## config.mk

```make
export PLATFORM = sky130hd
export DESIGN_NAME = auth_ctrl
export DESIGN_NICKNAME = d
export VERILOG_FILES = /design/src/rtl/auth_pkg.sv /design/src/rtl/auth_wdog.sv /design/src/rtl/auth_ctrl.sv
export SDC_FILE = /design/constraint.sdc
export NUM_CORES = 1
export LEC_CHECK = 0
export BUFFER_PORTS_ARGS = -buffer_cell sky130_fd_sc_hd__clkbuf_2
export CAP_MARGIN = 10
export CORE_AREA = 2 2 39 41
export CTS_BUF_LIST = sky130_fd_sc_hd__clkbuf_16
export DETAILED_ROUTE_END_ITERATION = 8
export DIE_AREA = 0 0 41 43
export HOLD_SLACK_MARGIN = 0.08
export PLACE_DENSITY = 0.44
export SLEW_MARGIN = 0
export SYNTH_ARGS = -nofsm -noshare
export SYNTH_HDL_FRONTEND = slang
export SYNTH_SLANG_ARGS = --single-unit
```

## constraint.sdc

```tcl
create_clock -name clk -period 2.4 [get_ports clk]
set_input_delay 0 -clock clk [delete_from_list [all_inputs] [get_ports clk]]
set_output_delay 0 -clock clk [all_outputs]
set_load 0.02 [all_outputs]
```

## src/rtl/auth_pkg.sv

```systemverilog
// rtl/auth_pkg.sv - shared FSM state encoding and default command codes for auth_ctrl.
package auth_pkg;

  typedef enum logic [1:0] {
    OFF  = 2'd0,
    PWR1 = 2'd1,
    PWR2 = 2'd2
  } auth_state_e;

  localparam logic [7:0] GO_CODE_DEF   = 8'h67;
  localparam logic [7:0] STOP_CODE_DEF = 8'h73;

endpackage

```

## src/rtl/auth_wdog.sv

```systemverilog
// rtl/auth_wdog.sv - link-loss watchdog; expire is high in the cycle the count reaches TMO_CYC-1.
module auth_wdog #(
  parameter int TMO_CYC = 50_000_000
) (
  input  logic clk,
  input  logic rst_n,
  input  logic en,
  input  logic clr,
  output logic expire
);

  localparam int CNT_W = $clog2(TMO_CYC);
  localparam logic [CNT_W-1:0] LAST = CNT_W'(TMO_CYC - 1);

  logic [CNT_W-1:0] cnt;

  // A clear in the terminal cycle suppresses the expiry.
  assign expire = en && !clr && (cnt == LAST);

  always_ff @(posedge clk) begin
    if (!rst_n || clr || !en) begin
      cnt <= '0;
    end else if (cnt == LAST) begin
      cnt <= '0;
    end else begin
      cnt <= cnt + CNT_W'(1);
    end
  end

endmodule

```

## src/rtl/auth_ctrl.sv

```systemverilog
// rtl/auth_ctrl.sv - power-up authorisation FSM driven by UART command bytes and rider presence.
// Define AUTH_LINK_TMO_EN to add the link-loss watchdog and the sticky link_lost flag.
module auth_ctrl
  import auth_pkg::*;
#(
  parameter int                DATA_W    = 8,
  parameter logic [DATA_W-1:0] GO_CODE   = DATA_W'(GO_CODE_DEF),
  parameter logic [DATA_W-1:0] STOP_CODE = DATA_W'(STOP_CODE_DEF),
  parameter int                TMO_CYC   = 50_000_000
) (
  input  logic              clk,
  input  logic              rst_n,
  input  logic              rx_rdy,
  input  logic [DATA_W-1:0] rx_data,
  input  logic              rider_off,
  output logic              clr_rx_rdy,
  output logic              pwr_up,
  output logic              link_lost
);

  if (TMO_CYC < 2) begin : g_bad_tmo
    $error("auth_ctrl: TMO_CYC must be at least 2");
  end

  auth_state_e state, state_nxt;
  logic        go_hit, stop_hit, tmo_hit;

  assign go_hit     = rx_rdy && (rx_data == GO_CODE);
  assign stop_hit   = rx_rdy && (rx_data == STOP_CODE);
  assign clr_rx_rdy = rx_rdy;

`ifdef AUTH_LINK_TMO_EN
  logic wdog_en, wdog_clr, link_lost_q;

  assign wdog_en  = (state == PWR1);
  assign wdog_clr = rx_rdy || (state != PWR1);

  auth_wdog #(
    .TMO_CYC(TMO_CYC)
  ) u_wdog (
    .clk   (clk),
    .rst_n (rst_n),
    .en    (wdog_en),
    .clr   (wdog_clr),
    .expire(tmo_hit)
  );

  // Set by a timeout drop, cleared only by a GO that actually powers up.
  always_ff @(posedge clk) begin
    if (!rst_n) begin
      link_lost_q <= 1'b0;
    end else if (tmo_hit) begin
      link_lost_q <= 1'b1;
    end else if (go_hit && (state != PWR1)) begin
      link_lost_q <= 1'b0;
    end
  end

  assign link_lost = link_lost_q;
`else
  assign tmo_hit   = 1'b0;
  assign link_lost = 1'b0;
`endif

  always_comb begin
    state_nxt = state;
    case (state)
      OFF: begin
        if (go_hit) state_nxt = PWR1;
      end
      PWR1: begin
        // A timeout behaves exactly like a received STOP.
        if (stop_hit || tmo_hit) state_nxt = rider_off ? OFF : PWR2;
      end
      PWR2: begin
        if (go_hit)         state_nxt = PWR1;
        else if (rider_off) state_nxt = OFF;
      end
      default: state_nxt = OFF;
    endcase
  end

  always_ff @(posedge clk) begin
    if (!rst_n) begin
      state  <= OFF;
      pwr_up <= 1'b0;
    end else begin
      state  <= state_nxt;
      pwr_up <= (state_nxt != OFF);
    end
  end

endmodule
```

==> results_dict.tcl, run 1 <==
set metrics [dict create \
    p_int_uw 276 \
    numClockSinks 3 \
    tns_ns 0 \
    synth_top_area_frac 0.274 \
    area_growth_pct 72.6 \
    io_pins 15 \
    clk_latency_ns 0.22 \
    synth_edf_count 0 \
    clkTransAtPathRegs_ns 0.03 \
    power.net_switching_uw 57.3 \
    utilization 0.273 \
    syn-num-nets 38 \
    cts-resized-gates 0 \
    crit_path_start_kind "primary input" \
    drc 0 \
    p_seq_frac 0.151 \
    post-synth-top-area-cell "dfxtp_1" \
    diodes 0 \
    cts-root-buf "clkbuf_16" \
    drv_slew 0 \
    grt_pass1_wl_um 869 \
    worstPathArrival_ns 1.17 \
    setup_viol 0 \
    syn_avg_cell_area_um2 8.42 \
    end_kind "register" \
    yosysUniqueCellTypes 19 \
    cap_violations 0 \
    cts_setup_buffers 0 \
    via_per_inst 4.22 \
    switching_share 0.172 \
    antenna_found_initial 0 \
    outcome "complete, no violations" \
    synth_cells 26 \
    fmax_mhz 970 \
    ctsLongestPathBuffers 2 \
    routabilityCongestion 0.800 \
    nNetsFinal 55 \
    die_height_um 43 \
    drive_gt1_frac 0.429 \
    crit_required_ns 2.54 \
    antenna_left 0 \
    synth-seq-area-share 0.274 \
    synthArstFlopShare 0 \
    cts_made_buffers 3 \
    hold_violations 0 \
    synth-seq-cells 3 \
    numPortBuffers 13 \
    crit_path_cell_trace "dlygate4sd3_1 -> clkbuf_2 -> nor4bb_1 -> nand3_1 -> o21ai_0" \
    leakage_nw 0.186 \
    post-route-period-util 0.429 \
    finalWirelength_um 527 \
    pwr-share-clk 0.784 \
    start_util 0.158 \
    synth.area.top_cells "dfxtp_1 27%, a311oi_2 6.9%, buf_4 6.9%, inv_1 6.9%, and4bb_2 5.7%" \
    num_rows 14 \
    wl_per_cell_um 9.09 \
    grt_setup_unrepaired "false" \
    dpl_worst_slack_ns 1.36 \
    total_power_uw 334 \
    grt_overflow 0 \
    cp_slowest_stage_delay_ns 0.52 \
    die_width_um 41 \
    skew_ns 0.00194 \
    die-area_um2 1760 \
    crit_path_top_delay_cell "dlygate4sd3_1" \
    coreArea_um2 1380 \
    path_max_fanout 4 \
    pwr-share-comb 0.065 \
    yosys_warnings 0 \
    synth-main-ff-cell "dfxtp_1" \
    grt_max_degree 6 \
    fin_crit_ns 1.03 \
    vias 245 \
    path_class "in -> reg" \
    dp_hpwl_um 412 \
    peakVddDrop_mv 0.387 \
    mostFrequentLayoutCell "clkbuf_2" \
    netlist_area_um2 219 \
    placed_cells 53 \
    final_cell_mix "13 x clkbuf_2, 5 x inv_1, 3 x clkbuf_16, 3 x dfxtp_1, 2 x nor2b_1" \
    grt_use_total 0.0802 \
    powerDensity_nw_per_um2 883 \
    min_path_type "in -> reg" \
    drtIter0Drc 4 \
    final_cells 58 \
    setup_ws_ns 1.37 \
    grt_pass1_vias 236 \
    first_pass_iters 3 \
    cts_tree "yes" \
    htreeDepth 1 \
]
## through the flow
stage          hold slack (ns)  cell area (um^2)
3_3_place_gp             0.228               289
3_5_place_dp             0.229               289
5_1_grt                  0.117               378
4_1_cts                 0.0895               378
2_1_floorplan            0.113               219
6_report                0.0939               378
## power groups by stage
stage / clock, mW / sequential [mW] / combinational [mW]
2_1_floorplan: 0 / 0.0511 / 0.0108
3_3_place_gp: 0 / 0.0510 / 0.0209
3_5_place_dp: 0 / 0.0510 / 0.0209
4_1_cts: 0.266 / 0.0503 / 0.0221
5_1_grt: 0.272 / 0.0503 / 0.0247
6_report: 0.262 / 0.0503 / 0.0219
## synthesized netlist by cell type, types with 2 or more instances
cell	n
buf_4	2
dfxtp_1	3
inv_1	4
nor2b_1	2
## worst paths after layout
path	startpoint	endpoint	slack (ns)	depth (start not counted)
worst min register to register	state[0]$_SDFF_PN0_	state[0]$_SDFF_PN0_	0.62	3
worst max register to register	state[0]$_SDFF_PN0_	state[1]$_SDFF_PN0_	1.38	3
worst min-delay path	rx_data[4]	state[1]$_SDFF_PN0_	0.09	3
worst max-delay path	rx_data[2]	state[0]$_SDFF_PN0_	1.37	5
## sequential cells by signal, summed over array words and instances (netlist names)
name / cells
pwr_up: 1
state: 2
## layer usage
| metal | vias up | share of wire | track usage |
|---|---|---|---|
| li1 | 125 | - | - |
| met3 | 2 | 0.11 | 0.0628 |
| met4 | 0 | 0.025 | 0.0600 |
| met5 | - | 0 | 0 |
| met1 | 108 | 0.42 | 0.0863 |
| met2 | 10 | 0.45 | 0.100 |
## worst max-delay path: cells and delay by family
family	cells	cell delay, ns
AO/OA/AOI/OAI	1	0.09
AND/OR/NAND/NOR	2	0.42
buffers and inverters	2	0.66
## logic make-up (layout without fill, tap and decap cells)
| kind of cell | after synthesis | after routing | synth area share |
|---|---|---|---|
| buffers and inverters | 6 | 22 | 0.137 |
| AOI/OAI and AO/OA | 6 | 6 | 0.240 |
| and+or+nand+nor | 10 | 10 | 0.331 |
| DFF | 3 | 3 | 0.274 |
| other | 1 | 1 | 0.0171 |
## area by class of cell
cell class,instances,area (um^2)
Tap cell,16,20.0
Sequential cell,3,60.1
Clock inverter,1,3.75
Timing Repair Buffer,14,75.1
Clock buffer,3,75.1
Multi-Input combinational cell,17,129
Inverter,4,15.0
Fill cell,147,1010
## timing repair
item	in CTS	in global routing
setup endpoints to repair	0	0
endpoints found under the hold margin	1	0
hold buffers	1	0
Power figures use the tool's default switching activity.
==> run 2, diff against run 1 <==
--- a/config.mk
+++ b/config.mk
@@ -12,7 +12,7 @@
 export DETAILED_ROUTE_END_ITERATION = 8
 export DIE_AREA = 0 0 41 43
 export HOLD_SLACK_MARGIN = 0.08
-export PLACE_DENSITY = 0.44
+export PLACE_DENSITY = 0.45
 export SLEW_MARGIN = 0
 export SYNTH_ARGS = -nofsm -noshare
 export SYNTH_HDL_FRONTEND = slang
==> constraint.sdc (replaced) <==
create_clock -name clk -period 0.92 [get_ports clk]
set_input_delay 0 -clock clk [delete_from_list [all_inputs] [get_ports clk]]
set_output_delay 0 -clock clk [all_outputs]
set_load 0.02 [all_outputs]
==> run 2 against run 1 <==
The run now ends with negative setup slack left. Final cell count did not move. Critical path depth decreased by 2. First-iteration DRC count is 75% lower. Die area is the same.
==> results_dict.tcl, run 2 (same netlist as run 1, synthesis figures left out) <==
set metrics [dict create \
    io_pins 15 \
    mostFrequentLayoutCell "clkbuf_2" \
    outcome "complete, but fails checks" \
    clk_latency_ns 0.22 \
    fillers 155 \
    grt_pass1_wl_um 807 \
    grt_pass1_vias 218 \
    area_growth_pct 89.7 \
    drive_gt1_frac 0.595 \
    die-area_um2 1760 \
    largest_reg_flops 2 \
    leakage_nw 0.191 \
    min_path_type "in -> reg" \
    utilization 0.300 \
    die_height_um 43 \
    routabilityCongestion 0.806 \
    start_util 0.158 \
    cts-root-buf "clkbuf_16" \
    numPortBuffers 13 \
    first_pass_iters 4 \
    cts_setup_buffers 0 \
    cts_tree "yes" \
    wl_per_cell_um 10.0 \
    numClockSinks 3 \
    peakVddDrop_mv 0.891 \
    clkTransAtPathRegs_ns 0.03 \
    die_width_um 41 \
    regMostFlops "state" \
    finalWirelength_um 582 \
    dp_hpwl_um 404 \
    drv_slew 0 \
    path_class "reg -> reg" \
    post-route-period-util 1.04 \
    largestRegisters "state: 2 flops, pwr_up: 1 flops" \
    diodes 0 \
    hold_violations 0 \
    end_kind "register" \
    grt_overflow 0 \
    cap_violations 0 \
    vias 243 \
    skew_ns 0.000916 \
    drc 0 \
    htreeDepth 1 \
    num_rows 14 \
    fmax_mhz 1050 \
    coreArea_um2 1380 \
    drtIter0Drc 1 \
    final_cell_mix "13 x clkbuf_2, 5 x inv_1, 3 x clkbuf_16" \
    holdCritStartpoint "rx_data[4]" \
    path_max_fanout 3 \
    antenna_found_initial 0 \
    worstPathArrival_ns 1.08 \
    setup_viol 2 \
    cts_made_buffers 3 \
    hold_slack_ns 0.0992 \
    powerDensity_nw_per_um2 2080 \
    setup_ws_ns -0.0339 \
    grt_setup_unrepaired "true" \
    grt_max_degree 6 \
    critPathLaunch "state[0]$_SDFF_PN0_" \
    grt_use_total 0.0752 \
    crit_path_start_kind "register" \
    via_per_inst 4.19 \
    reg2reg_from "state[0]$_SDFF_PN0_" \
    crit_required_ns 1.05 \
    antenna_left 0 \
    nNetsFinal 55 \
    fin_crit_ns 0.954 \
    ctsLongestPathBuffers 2 \
    violations "negative setup slack" \
]
-- run 2: cell counts in the layout (fill, tap and decap cells not counted) --
No cell type changed its count.
-- run 2: where the power goes --
group	total, mW	switching, mW	internal [mW]
sequential	0.129	0.000161	0.128
clock	0.675	0.115	0.560
combinational	0.0601	0.0292	0.0309
-- run 2: metal layers --
layer  wire length (um)  GRT usage  part of all wire
met1                215     0.0799              0.37
met3                 68     0.0733              0.12
met2                298     0.0781              0.51
met5                  0          0                 0
met4                  0     0.0733                 0
-- run 2: what timing repair did --
action / CTS / global route
resized for setup: 2 / 5
endpoints found under the hold margin: 1 / 0
pin swaps: 2 / 2
setup endpoints to repair: 2 / 3
hold buffers: 1 / 0
-- run 2: worst paths after layout --
check | to | slack, ns | depth (start not counted)
worst max register to register | state[1]$_SDFF_PN0_ | -0.03 | 3
worst max-delay path | state[1]$_SDFF_PN0_ | -0.03 | 3
worst min register to register | state[0]$_SDFF_PN0_ | 0.61 | 3
worst min-delay path | state[1]$_SDFF_PN0_ | 0.1 | 3
-- run 2: area by class of cell --
| class | instances | area, um^2 | area share |
|---|---|---|---|
| well taps | 16 | 20.0 | 0.0482 |
| repair buffers | 14 | 75.1 | 0.181 |
| inverters | 4 | 15.0 | 0.0361 |
| clock buffers | 3 | 75.1 | 0.181 |
| multi-input cells | 17 | 161 | 0.389 |
| clock inverters | 1 | 3.75 | 0.00904 |
| flip-flops and latches | 3 | 65.1 | 0.157 |
-- run 2: through the flow --
step | cells | setup slack, ns | TNS, ns | total power, mW | instance area, um^2
after CTS | 58 | -0.0279 | -0.0279 | 0.882 | 395
after global routing | 58 | -0.0771 | -0.199 | 0.889 | 415
after global placement | 53 | -0.0577 | -0.0966 | 0.189 | 300
after floorplan | 26 | 0.0176 | 0 | 0.162 | 230
after detailed placement | 53 | -0.0495 | -0.0925 | 0.186 | 300
final | 58 | -0.0339 | -0.0346 | 0.863 | 415
-- run 2: critical path, stage by stage, from the launching register on --
cell and delay [ns]:
dfxtp_4 0.35, nor2b_4 0.16, a41oi_1 0.15, a311oi_2 0.20
==> run 3, diff against run 2 <==
--- a/config.mk
+++ b/config.mk
@@ -7,10 +7,10 @@
 export LEC_CHECK = 0
 export BUFFER_PORTS_ARGS = -buffer_cell sky130_fd_sc_hd__clkbuf_2
 export CAP_MARGIN = 10
-export CORE_AREA = 2 2 39 41
+export CORE_AREA = 4 4 41 43
 export CTS_BUF_LIST = sky130_fd_sc_hd__clkbuf_16
 export DETAILED_ROUTE_END_ITERATION = 8
-export DIE_AREA = 0 0 41 43
+export DIE_AREA = 0 0 45 47
 export HOLD_SLACK_MARGIN = 0.08
 export PLACE_DENSITY = 0.45
 export SLEW_MARGIN = 0
==> run 3 against run 2 <==
The flow still finishes with violations (negative setup slack). Count of clock-buffer cells in the layout stayed put. First-iteration DRC count increased by 100%. Register-to-register slack hardly changed. Power fell by 0.32%. Largest power group unchanged. Highest routed layer is now met4. Critical path type unchanged. Combinational power decreased by 1%. Global-route usage decreased by 0.89 points. Design area fell by 1.2%. Die area up 20%. Sequential share of layout area grew 0.19 points. Sequential power about the same. Core utilization is 1.5 points higher. Clock power about the same.
==> results_dict.tcl, run 3 (same netlist as run 1, synthesis figures left out) <==
set metrics [dict create \
    setup_ws_ns -0.0282 \
    drive_gt1_frac 0.571 \
    finalWirelength_um 589 \
    largest_reg_flops 2 \
    dp_hpwl_um 440 \
    peakVddDrop_mv 0.501 \
    leakage_nw 0.189 \
    grt_setup_unrepaired "true" \
    antenna_left 0 \
    wl_met2_um 273 \
    drv_slew 0 \
    skew_ns 0.000993 \
    vias 247 \
    cts_made_buffers 3 \
    top_layer "met4" \
    placed_cells 52 \
    tns_ns -0.0282 \
    drtIter0Drc 2 \
    start_util 0.168 \
    hold_violations 0 \
    die-area_um2 2120 \
    post-route-period-util 1.03 \
    fin_crit_ns 0.948 \
    path_max_fanout 3 \
    io_pins 15 \
    grt_overflow 0 \
    clk_latency_ns 0.22 \
    grt_max_degree 6 \
    wl_per_cell_um 10.3 \
    regMostFlops "state" \
    grt_use_total 0.0663 \
    crit_path_start_kind "register" \
    diodes 0 \
    path_class "reg -> reg" \
    final_cells 57 \
    wl_met3_um 60 \
    num_rows 13 \
    die_width_um 45 \
    first_pass_iters 3 \
    die_height_um 47 \
    crit_required_ns 1.05 \
    routabilityCongestion 0.819 \
    final_cell_mix "13 x clkbuf_2, 5 x inv_1, 3 x clkbuf_16" \
    end_kind "register" \
    cts_tree "yes" \
    ctsLongestPathBuffers 2 \
    total_power_uw 860 \
    violations "negative setup slack" \
    nNetsFinal 55 \
    cts_setup_buffers 0 \
    outcome "complete, but fails checks" \
    worstPathArrival_ns 1.08 \
    clkTransAtPathRegs_ns 0.03 \
    grt_pass1_vias 251 \
    drc 0 \
    cap_violations 0 \
    min_path_type "in -> reg" \
    coreArea_um2 1300 \
    antenna_found_initial 0 \
    powerDensity_nw_per_um2 2100 \
    via_per_inst 4.33 \
    dpl_worst_slack_ns -0.0423 \
    fmax_mhz 1050 \
    area_growth_pct 87.4 \
    fillers 139 \
    numClockSinks 3 \
    numPortBuffers 13 \
    largestRegisters "state: 2 flops, pwr_up: 1 flops" \
    grt_pass1_wl_um 959 \
    wl_met1_um 250 \
    cts-root-buf "clkbuf_16" \
    mostFrequentLayoutCell "clkbuf_2" \
    setup_viol 1 \
    htreeDepth 1 \
]
run 3: worst paths after layout:
check / startpoint / endpoint / slack (ns) / cells past startpoint
setup / recovery: state[1]$_SDFF_PN0_ / state[1]$_SDFF_PN0_ / -0.03 / 3
hold / removal: rst_n / state[0]$_SDFF_PN0_ / 0.09 / 3
setup reg to reg: state[1]$_SDFF_PN0_ / state[1]$_SDFF_PN0_ / -0.03 / 3
hold reg to reg: state[1]$_SDFF_PN0_ / state[0]$_SDFF_PN0_ / 0.59 / 3
run 3: routing by layer:
metal	up-vias	GRT usage
met1	109	0.0703
met2	11	0.0989
li1	125	-
met5	-	0
met4	0	0.0351
met3	2	0.0460
run 3: power by group:
part / total [mW] / switching (mW) / internal [mW] / leakage [nW]
logic: 0.0594 / 0.0286 / 0.0308 / 0.121
registers: 0.129 / 0.000190 / 0.128 / 0.0255
clock network: 0.672 / 0.113 / 0.560 / 0.0423
total: 0.860 / 0.141 / 0.719 / 0.189
run 3: area by class of cell:
cell class / count / area (um^2) / area share
Clock buffer: 3 / 75.1 / 0.183
Clock inverter: 1 / 3.75 / 0.00915
Inverter: 4 / 15.0 / 0.0366
Multi-Input combinational cell: 17 / 158 / 0.384
Sequential cell: 3 / 65.1 / 0.159
Tap cell: 15 / 18.8 / 0.0457
Timing Repair Buffer: 14 / 75.1 / 0.183
run 3: worst max-delay path: stages, from the launching register on:
cell	delay, ns
dfxtp_2	0.34
nor2b_4	0.18
o211ai_1	0.11
a311oi_2	0.23
run 3: through the flow:
stage | area (um^2) | hold WS (ns) | util
final | 410 | 0.0904 | 0.315
after global placement | 299 | 0.229 | 0.230
after global routing | 410 | 0.112 | 0.315
after CTS | 404 | 0.0813 | 0.311
after floorplan | 230 | 0.113 | -
after detailed placement | 299 | 0.231 | 0.230
run 3: repair_timing:
item / CTS / global route
resized for setup: 4 / 2
endpoints found under the setup margin: 2 / 3
endpoints found under the hold margin: 1 / 0
hold buffers: 1 / 0
pin swaps: 1 / 0
